File: config.mk
export PLATFORM = sky130hd
export DESIGN_NAME = sram_arbiter_ctrl
export DESIGN_NICKNAME = d
export VERILOG_FILES = /design/src/rtl/sram_arbiter_ctrl.sv
export SDC_FILE = /design/constraint.sdc
export NUM_CORES = 1
export LEC_CHECK = 0
export CORE_UTILIZATION = 42
export CTS_CLUSTER_DIAMETER = 80
export CTS_CLUSTER_SIZE = 25
export DETAILED_ROUTE_END_ITERATION = 7
export HOLD_SLACK_MARGIN = 0.1
export PLACE_DENSITY = 0.85
export SLEW_MARGIN = 30
export SYNTH_ARGS = -nofsm -noshare
export SYNTH_HDL_FRONTEND = slang
export SYNTH_SLANG_ARGS = --single-unit
export TNS_END_PERCENT = 50
File: constraint.sdc
create_clock -name clk -period 2 [get_ports clk]
set_clock_uncertainty 0.2 [all_clocks]
set_input_delay 0.4 -clock clk [delete_from_list [all_inputs] [get_ports clk]]
set_output_delay 0.4 -clock clk [all_outputs]
set_load 0.02 [all_outputs]
File: src/rtl/sram_arbiter_ctrl.sv
// Two-port round-robin front end for a single-port synchronous SRAM.
// It optionally sweeps the array with INIT_VALUE after reset and returns read data tagged to the requesting port.
module sram_arbiter_ctrl #(
  parameter int            AW         = 7,
  parameter int            DW         = 16,
  parameter int            DEPTH      = 128,
  parameter int            INIT_EN    = 1,
  parameter logic [DW-1:0] INIT_VALUE = 16'h0000
) (
  input  logic          clk,
  input  logic          rst_n,
  input  logic          p0_req,
  input  logic          p0_we,
  input  logic [AW-1:0] p0_addr,
  input  logic [DW-1:0] p0_wdata,
  output logic          p0_gnt,
  output logic          p0_rvalid,
  output logic [DW-1:0] p0_rdata,
  input  logic          p1_req,
  input  logic          p1_we,
  input  logic [AW-1:0] p1_addr,
  input  logic [DW-1:0] p1_wdata,
  output logic          p1_gnt,
  output logic          p1_rvalid,
  output logic [DW-1:0] p1_rdata,
  output logic          mem_cen,
  output logic          mem_wen,
  output logic [AW-1:0] mem_addr,
  output logic [DW-1:0] mem_din,
  input  logic [DW-1:0] mem_dout,
  output logic          init_done
);

  // Handshake: a port raises req and keeps we/addr/wdata steady; the access is taken on the
  // rising edge where req && gnt. gnt is combinational, at most one port at a time, never in INIT.

  typedef enum logic {ST_INIT = 1'b0, ST_RUN = 1'b1} state_t;

  localparam logic [AW-1:0] LAST_ADDR = AW'(DEPTH - 1);

  state_t          state;
  state_t          state_next;
  logic [AW-1:0]   init_cnt;
  logic            rr_ptr;
  logic            accept;
  logic            acc_port;
  logic            acc_we;
  logic [AW-1:0]   acc_addr;
  logic [DW-1:0]   acc_wdata;
  logic            rd1_valid;
  logic            rd1_port;
  logic            rd2_valid;
  logic            rd2_port;

  always_comb begin
    state_next = state;
    p0_gnt     = 1'b0;
    p1_gnt     = 1'b0;
    if (state == ST_INIT) begin
      if (init_cnt == LAST_ADDR) state_next = ST_RUN;
    end else if (init_done) begin
      if (p0_req && (!p1_req || !rr_ptr)) p0_gnt = 1'b1;
      else if (p1_req)                    p1_gnt = 1'b1;
    end
    accept    = p0_gnt | p1_gnt;
    acc_port  = p1_gnt;
    acc_we    = p1_gnt ? p1_we    : p0_we;
    acc_addr  = p1_gnt ? p1_addr  : p0_addr;
    acc_wdata = p1_gnt ? p1_wdata : p0_wdata;
  end

  always_ff @(posedge clk or negedge rst_n) begin
    if (!rst_n) begin
      state     <= (INIT_EN != 0) ? ST_INIT : ST_RUN;
      init_done <= 1'b0;
    end else begin
      state     <= state_next;
      init_done <= init_done | (state == ST_RUN) |
                   ((state == ST_INIT) && (init_cnt == LAST_ADDR));
    end
  end

  // Macro command register: init sweep, an accepted request, or idle with addr/din held.
  always_ff @(posedge clk or negedge rst_n) begin
    if (!rst_n) begin
      mem_cen  <= 1'b1;
      mem_wen  <= 1'b1;
      mem_addr <= '0;
      mem_din  <= '0;
      init_cnt <= '0;
      rr_ptr   <= 1'b0;
    end else if (state == ST_INIT) begin
      mem_cen  <= 1'b0;
      mem_wen  <= 1'b0;
      mem_addr <= init_cnt;
      mem_din  <= INIT_VALUE;
      init_cnt <= init_cnt + 1'b1;
    end else if (accept) begin
      mem_cen  <= 1'b0;
      mem_wen  <= ~acc_we;
      mem_addr <= acc_addr;
      mem_din  <= acc_wdata;
      rr_ptr   <= ~acc_port;
    end else begin
      mem_cen  <= 1'b1;
      mem_wen  <= 1'b1;
    end
  end

  // Owner/valid pipeline: stage 1 covers the SRAM sampling edge, stage 2 the edge where dout is captured.
  always_ff @(posedge clk or negedge rst_n) begin
    if (!rst_n) begin
      rd1_valid <= 1'b0;
      rd1_port  <= 1'b0;
      rd2_valid <= 1'b0;
      rd2_port  <= 1'b0;
    end else begin
      rd1_valid <= accept & ~acc_we;
      rd1_port  <= acc_port;
      rd2_valid <= rd1_valid;
      rd2_port  <= rd1_port;
    end
  end

  always_ff @(posedge clk or negedge rst_n) begin
    if (!rst_n) begin
      p0_rvalid <= 1'b0;
      p1_rvalid <= 1'b0;
      p0_rdata  <= '0;
      p1_rdata  <= '0;
    end else begin
      p0_rvalid <= rd2_valid & ~rd2_port;
      p1_rvalid <= rd2_valid & rd2_port;
      if (rd2_valid && !rd2_port) p0_rdata <= mem_dout;
      if (rd2_valid &&  rd2_port) p1_rdata <= mem_dout;
    end
  end

endmodule

Word-level counts from Yosys, hierarchy flattened
Index checks and enable logic that the tools add are counted.
{"block": "classes", "add_sub_neg": 1, "multipliers": 0, "n_div": 0, "n_lt_le_gt_ge": 0, "n_eq_ne": 2, "shifts": 0, "mux": 20, "bitwise_logic": 10, "reduce_logical": 9}
{"op": "16-bit 2-to-1 mux", "n": 3}
{"op": "7-bit 2-to-1 mux", "n": 3}
{"op": "1-bit 2-to-1 mux", "n": 14}
{"op": "7-bit by 1-bit adder with 7-bit output, second input constant", "n": 1}
{"op": "7-bit == test, second input constant", "n": 1}
{"op": "1-bit logical AND", "n": 4}
{"op": "1-bit inverter", "n": 4}
{"op": "1-bit bitwise AND", "n": 3}
{"op": "1-bit logical NOT", "n": 3}
{"op": "1-bit bitwise OR", "n": 3}
{"op": "2-bit by 1-bit inequality test with 1-bit output, second input constant", "n": 1}
{"op": "2-bit AND reduction", "n": 1}
{"op": "1-bit logical OR", "n": 1}
{"block": "word_totals", "regBits": 73, "latch_bits": 0, "mem_bits_rw": 0, "romBits": 0, "inputBits": 68, "output_inout_bits": 62, "memories": 0}

Longest topological paths before layout
{"block": "depth", "depth_word": 10, "mapped_depth": 6, "mapped_depth_nobuf": 4}

Least setup slack after synthesis
OpenSTA, ideal clock, no wires.
{"block": "synth_timing", "path_kind": "flip-flop to output port", "start": "reg init_done", "end": "out p1_gnt", "arrival_time_ns": 1.067, "setup_slack_ns": 0.333, "stages_incl_launch_ff": 4, "path_buffers": 1, "cell_sequence": "dfrtp_1 nand3_1 nor2_4 buf_6"}
{"block": "synth_via", "elab_chain_cells": 2}
{"element": "start: declaration", "line": "31", "source": "output logic init_done"}
{"element": "start signal: assignment", "line": "78", "source": "init_done <= init_done | (state == ST_RUN) |"}
{"element": "1-bit 2-to-1 mux", "line": "61", "source": "end else if (init_done) begin"}
{"element": "1-bit 2-to-1 mux", "line": "59", "source": "if (state == ST_INIT) begin"}
{"element": "end: declaration", "line": "23", "source": "output logic p1_gnt,"}
Every way passes these cells.

Final worst setup path
{"block": "layout_timing", "start": "reg p0_rdata[11]", "end": "out p0_rdata[11]"}
{"element": "start: declaration", "line": "18", "source": "output logic [DW-1:0] p0_rdata,"}
{"element": "start signal: assignment", "line": "134", "source": "if (rd2_valid && !rd2_port) p0_rdata <= mem_dout;"}
No word-level cell between the ends.

==> run_results.csv <==
group,metric,value,unit
run_status,outcome,"finished clean",
timing,setup_viol,0,
placed_design,portBuffers,129,
logic_synthesis,ys_seq_elements,73,
setup_path,slowest_delay,0.64,ns
layout,multiInputGateArea,0.001106,sq mm
setup_path,path_buf_inv,1,
setup_path,path_delay_family,"buffers and inverters",
timing,clock.fmax,514.6,MHz
route,highest_layer,"met4",
layout,finalNetCount,433,
timing,rsz0062_at_grt,"no",
pwr,p_leak,2.119,nW
job,maxCapViolations,0,
route,drtPass1Iterations,4,
setup_path,cp_cell_sequence,"clkdlybuf4s50_1",
setup_path,r2r_start,"init_cnt[0]",
placed_design,hpwl,5383,um
global_route,gr-total-overflow,0,
setup_path,cp-start-kind,"flip-flop",
layout,layout_common_cells,"clkdlybuf4s50_1 (121), dfrtp_1 (71), mux2_2 (33)",
timing,finalHoldViolations,0,
timing,slew_headroom,62.49,%
layout,layout_commonest_cell,"clkdlybuf4s50_1",
setup_path,crit_fanout,2,
route,postRouteAntennaNets,0,
global_route,grt_max_degree,28,
clock_network,clk_latency,0.35,ns
timing,whs,0.1522,ns
setup_path,ff2ff_path_depth,4,
setup_path,critical_path_class,"reg -> out",
pwr,power_density,669.5,mW/mm^2
clock_network,cts_tree,"built",
setup_path,required,1.40,ns
global_route,grt_pass1_vias,2435,
layout,area_growth,57.31,%
clock_network,cts.sinks,73,
setup_path,cp-end-kind,"output pin",
route,drt_iter0_drc,72,
clock_network,cts_setup_buffers,0,
layout,diodes,0,
floorplan,ioPinCount,130,
clock_network,clockRootBuffer,"clkbuf_8",
route,routed_wl,7374,um
floorplan,rows,30,
placed_design,globalplace.congestion,0.7870,
timing,period_share,97.16,%
timing,tightestPinTransition,0.5626,ns
logic_synthesis,yosysWarnings,0,
clock_network,cts_buffers,9,
setup_path,r2r-end,"init_done",
setup_path,cp.arrival,1.34,ns
logic_synthesis,synth_fp_nets,290,
clock_network,htreeDepth,3,
route,met3_length,469,um
route,dr_wl_met2,3656,um
route,via_count,2383,
timing,fin_tns_setup,0,ns
floorplan,start_util,43.95,%
timing,slew_violations,0,
floorplan,fp.dieH,86.79,um
setup_path,rrSetupSlack,0.30,ns
route,m1WireLength,3049,um
logic_synthesis,syn_area_per_cell,13.66,sq um
timing,min_period,1.943,ns
logic_synthesis,seq_area_frac_synth,60.59,%
layout,drive_above_1_share,21.41,%
worst_hold_path,holdPathEnd,"rd2_port",
route,via_per_inst,5.125,
layout,n_fill_cell,501,
pwr,ir_drop,0.0003249,V
setup_path,crit_cells,1,
floorplan,fp.coreArea,0.006869,sq mm
clock_network,clock_path_buffers,2,
route,drc_errors,0,
layout,seqCellArea,0.001829,sq mm
route,wl_per_cell,15.86,um
worst_hold_path,min-delay-start,"rd1_port",
setup_path,cp_slowest_cell,"clkdlybuf4s50_1",
global_route,antenna_found_initial,0,
global_route,grt_pass1_wl,11680,um
floorplan,die_x,86.79,um
logic_synthesis,syn_inst,221,
logic_synthesis,ys_types,34,
global_route,grt_usage,20.59,%
logic_synthesis,netlist_area,0.003019,sq mm
floorplan,die_area,0.007532,sq mm
worst_hold_path,hp-class,"reg -> reg",
worst_hold_path,hold_depth,0,
clock_network,path_clk_slew,0.08,ns
-- routing by layer --
layer | vias to the layer above | track usage (%)
li1 | 1099 | -
met1 | 1154 | 24.80
met2 | 113 | 34.72
met3 | 17 | 5.143
met4 | 0 | 9.545
met5 | - | 0
-- how the worst max path moves through the flow --
stage / start / endpoint / slack, ns
after floorplan: init_done / p1_gnt / 0.33
after global placement: p0_req / p0_gnt / -0.49
after detailed placement: p0_req / p0_gnt / -0.50
after CTS: p0_req / p0_gnt / 0.007
after global routing: rr_ptr / p1_gnt / 0.01
final: p0_rdata[11] / p0_rdata[11] / 0.06
-- registers in the layout, indices dropped and copies added, names as in the netlist --
signal     count
rd2_port       1
init_cnt       7
p0_rvalid      1
p1_rvalid      1
state          1
mem_addr       7
mem_wen        1
init_done      1
rr_ptr         1
rd2_valid      1
rd1_port       1
rd1_valid      1
p0_rdata      16
mem_din       16
mem_cen        1
p1_rdata      16
-- cell usage after synthesis, drive strengths merged --
cell type   n  area share (%)
ha          1            0.41
a32o        1            0.33
a31o        1            0.29
a22oi       6             1.5
and3       17             3.5
and2b       1            0.29
nor2        2            0.50
nor2b       3            0.62
buf        11             2.4
dfstp       2             1.7
clkbuf      3            0.37
mux2i       6             2.0
a21oi       2            0.33
xnor2       5             1.5
nand3       3            0.50
or2         2            0.41
o31a        1            0.29
a31oi       7             1.5
mux2       33              12
a21boi      3            0.87
inv         5            0.62
o211ai      1            0.25
xor2        1            0.29
and2        1            0.21
nand2b      3            0.62
o21ai       8             1.5
dfrtp      71              59
and4        1            0.29
a221o      16             5.3
nand2       4            0.50
-- cells by family (layout without fill, tap and decap cells) --
group	count (synthesis)	count (layout)	share of synthesized area (%)
adder cells (fa/ha/maj)	1	1	0.4144
AND/OR/NAND/NOR	37	37	7.459
flip-flops	73	73	60.59
buffers and inverters	19	167	3.440
multiplexers	39	39	14.30
XOR/XNOR	6	6	1.741
AO/OA/AOI/OAI	46	46	12.06
-- what timing repair did --
item                                   in CTS  in global routing
resized for setup                          16                  3
hold buffers                                1                  0
setup endpoints to repair                   5                  1
endpoints found under the hold margin      19                  0
-- where the power goes --
group	switching [mW]	internal [mW]
sequential	0.0189	1.51
clock	0.561	0.740
combinational	0.137	0.214
total	0.717	2.46
-- per-stage QoR --
stage	cell area, sq um	setup slack (ns)	cells	power [mW]	utilization, %
floorplan	3019	0.3331	221	1.643	-
global placement	4498	-0.4908	448	1.895	65.48
detailed placement	4498	-0.5005	448	1.907	65.48
CTS	4736	0.006842	465	3.206	68.94
global route	4750	0.01012	465	3.294	69.14
finish	4750	0.05685	465	3.180	69.14
-- layout make-up --
class	count	area share, %
multi-input cells	129	23.29
clock inverters	6	1.897
repair buffers	146	30.48
inverters	5	0.3952
flip-flops and latches	73	38.51
clock buffers	10	2.898
well taps	96	2.529
Power figures use the tool's default switching activity.
